==> src/rtl/mul_pkg.sv <==
// mul_pkg: shared definitions for the multiplier partial-product datapath.
//   MUL_W  - operand width
//   MUL_N  - number of partial products (digits of the multiplier)
//   MUL_PW - width of one partial product / of the final product
//   state_t - sequencing states of mul_pp_gen
//   pp_t    - one partial-product entry at the default width
package mul_pkg;

  localparam int MUL_W  = 64;
  localparam int MUL_N  = 8;
  localparam int MUL_PW = 2 * MUL_W;

  typedef enum logic [1:0] {
    IDLE = 2'd0,
    GEN  = 2'd1,
    HOLD = 2'd2
  } state_t;

  typedef logic [MUL_PW-1:0] pp_t;

endpackage

==> src/rtl/mul_digit_pp.sv <==
// mul_digit_pp: combinational digit partial product.
// Multiplies the full multiplicand by one D-bit digit of the multiplier and
// places the result at the digit's weight inside a 2W-bit word.
// Ports:
//   a     [W-1:0]    multiplicand
//   digit [D-1:0]    one multiplier digit
//   index [KW-1:0]   digit position, selects the shift of D*index bits
//   pp    [2W-1:0]   shifted partial product
module mul_digit_pp
  import mul_pkg::*;
#(
  parameter int W = MUL_W,
  parameter int N = MUL_N,
  localparam int D  = W / N,
  localparam int KW = $clog2(N)
) (
  input  logic [W-1:0]   a,
  input  logic [D-1:0]   digit,
  input  logic [KW-1:0]  index,
  output logic [2*W-1:0] pp
);

  // The W x D product fits exactly in W+D bits.
  logic [W+D-1:0] prod;

  assign prod = {{D{1'b0}}, a} * {{W{1'b0}}, digit};

  // Highest digit index is N-1, so the shifted product still ends below
  // bit 2W; nothing is lost by the shift.
  assign pp = {{(W-D){1'b0}}, prod} << (D * index);

endmodule

==> src/rtl/mul_pp_gen.sv <==
// mul_pp_gen: sequential partial-product generator feeding adder_tree.
// Accepts one W x W unsigned multiply request, builds the N shifted digit
// partial products one per cycle using a single shared W x D multiplier,
// then presents the whole bank until the consumer takes it.
// Ports:
//   clk, rst_n         clock, asynchronous active-low reset
//   in_valid/in_ready  request handshake (in_ready high only in IDLE)
//   op_a, op_b         unsigned operands, sampled on the accept edge
//   pp_valid/pp_ready  bank handshake (pp_valid high only in HOLD)
//   pp [0:N-1]         partial-product bank, 2W bits per entry
module mul_pp_gen
  import mul_pkg::*;
#(
  parameter int N = MUL_N,
  parameter int W = MUL_W
) (
  input  logic           clk,
  input  logic           rst_n,
  input  logic           in_valid,
  output logic           in_ready,
  input  logic [W-1:0]   op_a,
  input  logic [W-1:0]   op_b,
  output logic           pp_valid,
  input  logic           pp_ready,
  output logic [2*W-1:0] pp [0:N-1]
);

  localparam int D  = W / N;
  localparam int KW = $clog2(N);
  localparam int PW = 2 * W;

  state_t          state_reg;
  logic [KW-1:0]   k_reg;
  logic [W-1:0]    a_reg;
  logic [W-1:0]    b_reg;

  logic [W-1:0]    b_shift;
  logic [D-1:0]    digit;
  logic [PW-1:0]   pp_new;
  logic            accept;
  logic            last_digit;

  // Outputs decode straight from the state register, so they follow the
  // asynchronous reset without waiting for a clock.
  assign in_ready   = (state_reg == IDLE);
  assign pp_valid   = (state_reg == HOLD);
  assign accept     = in_valid && in_ready;
  assign last_digit = (k_reg == KW'(N - 1));

  // Current multiplier digit: bring digit k down to the bottom.
  assign b_shift = b_reg >> (D * k_reg);
  assign digit   = b_shift[D-1:0];

  mul_digit_pp #(
    .W (W),
    .N (N)
  ) u_digit_pp (
    .a     (a_reg),
    .digit (digit),
    .index (k_reg),
    .pp    (pp_new)
  );

  always_ff @(posedge clk or negedge rst_n) begin
    if (!rst_n) begin
      state_reg <= IDLE;
      k_reg     <= '0;
      a_reg     <= '0;
      b_reg     <= '0;
    end else begin
      case (state_reg)
        IDLE: begin
          if (in_valid) begin
            a_reg     <= op_a;
            b_reg     <= op_b;
            k_reg     <= '0;
            state_reg <= GEN;
          end
        end
        GEN: begin
          if (last_digit) begin
            k_reg     <= '0;
            state_reg <= HOLD;
          end else begin
            k_reg <= k_reg + KW'(1);
          end
        end
        HOLD: begin
          if (pp_ready) begin
            state_reg <= IDLE;
          end
        end
        default: state_reg <= IDLE;
      endcase
    end
  end

  // Partial-product bank. Each entry is its own register: cleared on
  // acceptance, written once in GEN when the digit counter reaches it,
  // and otherwise held (including after the bank has been consumed).
  for (genvar gi = 0; gi < N; gi++) begin : g_bank
    logic [PW-1:0] entry_reg;

    always_ff @(posedge clk or negedge rst_n) begin
      if (!rst_n) begin
        entry_reg <= '0;
      end else if (accept) begin
        entry_reg <= '0;
      end else if ((state_reg == GEN) && (k_reg == KW'(gi))) begin
        entry_reg <= pp_new;
      end
    end

    assign pp[gi] = entry_reg;
  end

endmodule

==> config.mk <==
export PLATFORM = sky130hd
export DESIGN_NAME = mul_pp_gen
export DESIGN_NICKNAME = d
export VERILOG_FILES = /design/src/rtl/mul_pkg.sv /design/src/rtl/mul_digit_pp.sv /design/src/rtl/mul_pp_gen.sv
export SDC_FILE = /design/constraint.sdc
export NUM_CORES = 2
export LEC_CHECK = 0
export ABC_AREA = 1
export CORE_AREA = 2 2 453 455
export DETAILED_ROUTE_END_ITERATION = 7
export DIE_AREA = 0 0 455 457
export SLEW_MARGIN = 20
export SYNTH_ARGS = -nofsm -noshare
export SYNTH_HDL_FRONTEND = slang
export SYNTH_SLANG_ARGS = --single-unit
==> constraint.sdc <==
create_clock -name clk -period 7.3 [get_ports clk]
set_clock_uncertainty 0.05 [all_clocks]
set_input_delay 1.095 -clock clk [delete_from_list [all_inputs] [get_ports clk]]
set_output_delay 1.095 -clock clk [all_outputs]
set_load 0.02 [all_outputs]
==> results.cfg <==
[status]
status = completed

[detailed_routing]
vias_per_cell = 4.849
vias = 57470
routed_wl_um = 294900
routedWlPerCell_um = 24.88
drt.antenna.violating_nets = 0
route.detailed.drc = 0
drt_iter0_drc = 5628
first_pass_iters = 6

[grt]
grt_pass1_wl_um = 419100
overflow = 0
track_usage_pct = 27.93
grt_antenna_before_repair = 17
grt_pass1_vias = 57600
grt_max_degree = 164

[cells_and_area]
final_layout_size_suffix_gt1_share_pct = 6.916
nets = 9653
synthToLayoutAreaGrowth_pct = 33.40
largest_register_ff_count = 1024
layout.cells.non_filler = 11850

[die]
core_area_um2 = 203300
rows = 166
start_util_pct = 30.96
die_h_um = 457
die_w_um = 455
pin_count = 1158
dieArea_um2 = 207900

[timing]
rsz0062_at_grt = true
worst_pin_slew_ps = 1263
slew_viol_final = 0
hold_violations = 0
fmax_mhz = 141.5
finalCritPeriodShare_pct = 96.78
setup_viol = 0
whs_ps = 234.3
finalWorstSetupSlack_ps = 234.8
final.min_clock_period_ps = 7065
slew_headroom_pct = 15.80

[setup_path]
slowest_delay_ps = 520
cpMostUsedCell = nand2_1
cp.arrival_ps = 7750
cp-end-kind = register
crit_path_max_fanout = 31
startpoint_type = register
ff2ff_path_depth = 30
crit_type = register to register
slowest_stage = fa_1
worst-endpoint-required_ps = 7990

[clocking]
tritoncts = done
numCtsBuffers = 133
ctsLongestPathBuffers = 3
clockRootBuffer = clkbuf_16
clkSinkCount = 1157
cts.reportedPaths.clkPinSlew_ps = 60
clk_latency_ps = 820
hold_buffers = 0
h-tree-depth = 4

[synthesis]
synth_edf_count = 0
synth_top_family_by_area = simple AND/OR/NAND/NOR gates
yosys.area_share.simple_pct = 28.92
synthFlopType = dfrtp_1
yosysSeqAreaShare_pct = 45.99
synth_seq_cells = 1157
synth_most_common_cell = nand2_1
syn_nets = 8470
synth_largest_area_cell = dfrtp_1
synthMuxAreaShare_pct = 0.06360
netlist_area_um2 = 62960
avgSynthCellArea_um2 = 8.002
synth_xor_area_share_pct = 0.4730
yosys.area.top_type_share_pct = 45.99
synthTopCellsByArea = dfrtp_1 (46%), nand2_1 (19%), fa_1 (12%)
syn_inst = 7868
synthArstFlopShare_pct = 100.0
synth_compound_area_share_pct = 3.488
ys.warnings.count = 0
synth.distinct_cells = 42
synth_fa_ha_area_share_pct = 13.78
yosys-top-cells-count = nand2_1 (3249), dfrtp_1 (1157), inv_1 (822)

[job]
maxCapViolCount = 0

[place]
pre_cts_slack_ps = 63.42
gp_congestion = 0.9712
place_inst = 11600
portBuffers = 1157
hpwlAfterDp_um = 223100

[min_path]
hp-class = input port to async pin
==> per-layer routing <==
| layer | vias up | share of wire, % | GRT usage, % |
|---|---|---|---|
| li1 | 26110 | - | - |
| met1 | 28330 | 41 | 35.18 |
| met2 | 2517 | 46 | 44.61 |
| met3 | 511 | 8.1 | 6.871 |
| met4 | 2 | 5.5 | 13.62 |
| met5 | - | 0.0024 | 0 |
==> layout by cell type (no fill, tap or decap), types with 17 or more instances in the layout <==
cell / instances
nor3_1: 20
clkdlybuf4s50_1: 1156
inv_1: 819
nand4_1: 17
ha_1: 92
a31oi_1: 26
buf_4: 183
dfrtp_1: 1155
nand3_1: 373
nand2_1: 3236
nor2_1: 798
nand2_2: 60
nor2_2: 25
clkbuf_1: 30
xor2_1: 23
fa_1: 372
clkinv_1: 20
o21ai_1: 23
clkbuf_8: 29
clkbuf_16: 135
o21ai_0: 224
buf_12: 53
o21bai_1: 17
a21oi_1: 66
==> worst max-delay path: cells and delay by family, from the launching register on <==
family | cells | cell delay (ps)
simple gates | 16 | 2660
buf+inv | 7 | 1010
flops | 1 | 480
fa+ha+maj | 5 | 2390
compound gates | 2 | 350
==> cell type report <==
cell class / count / area (µm²)
clock buffers: 193 / 3865
well taps: 2688 / 3363
clock inverters: 44 / 753.2
inverters: 858 / 3258
multi-input cells: 5507 / 29720
flip-flops and latches: 1157 / 28960
repair buffers: 1394 / 14050
diodes: 10 / 25.02
fillers: 20630 / 119400
==> logic make-up after synthesis <==
family	count (synthesis)
AOI/OAI and AO/OA	395
DFF	1157
xor gates and xnor gates	34
muxes	4
buffers and inverters	1204
adders and majority gates	470
and+or+nand+nor	4604
==> repair_timing <==
action / in CTS / in global routing
endpoints found under the setup margin: 2 / 385
pin swaps: 0 / 6
setup buffers: 0 / 5
gates resized for setup: 1 / 52
gates cloned: 0 / 1
==> path summary, 6_finish.rpt <==
check                                         from                  endpoint  slack (ps)
setup / recovery                          k_reg[0]   g_bank[0].entry_reg[77]         230
hold / removal                               rst_n   g_bank[0].entry_reg[53]         230
setup reg to reg                          k_reg[0]   g_bank[0].entry_reg[77]         230
hold reg to reg            g_bank[6].entry_reg[78]   g_bank[6].entry_reg[78]         430
max in group asynchronous                    rst_n  g_bank[2].entry_reg[112]        5020
min in group clk           g_bank[6].entry_reg[78]   g_bank[6].entry_reg[78]         430
==> metrics by stage <==
stage / TNS [ps] / utilization (%) / instance area [µm²]
CTS: 0 / 41.15 / 83670
floorplan: 0 / - / 62960
global placement: 0 / 38.88 / 79050
global route: -2.846 / 41.30 / 83970
detailed placement: 0 / 38.88 / 79050
finish: 0 / 41.30 / 83990
Power is not shown: default switching activity piles up to over one toggle a cycle in this logic, so the estimate is an artifact.
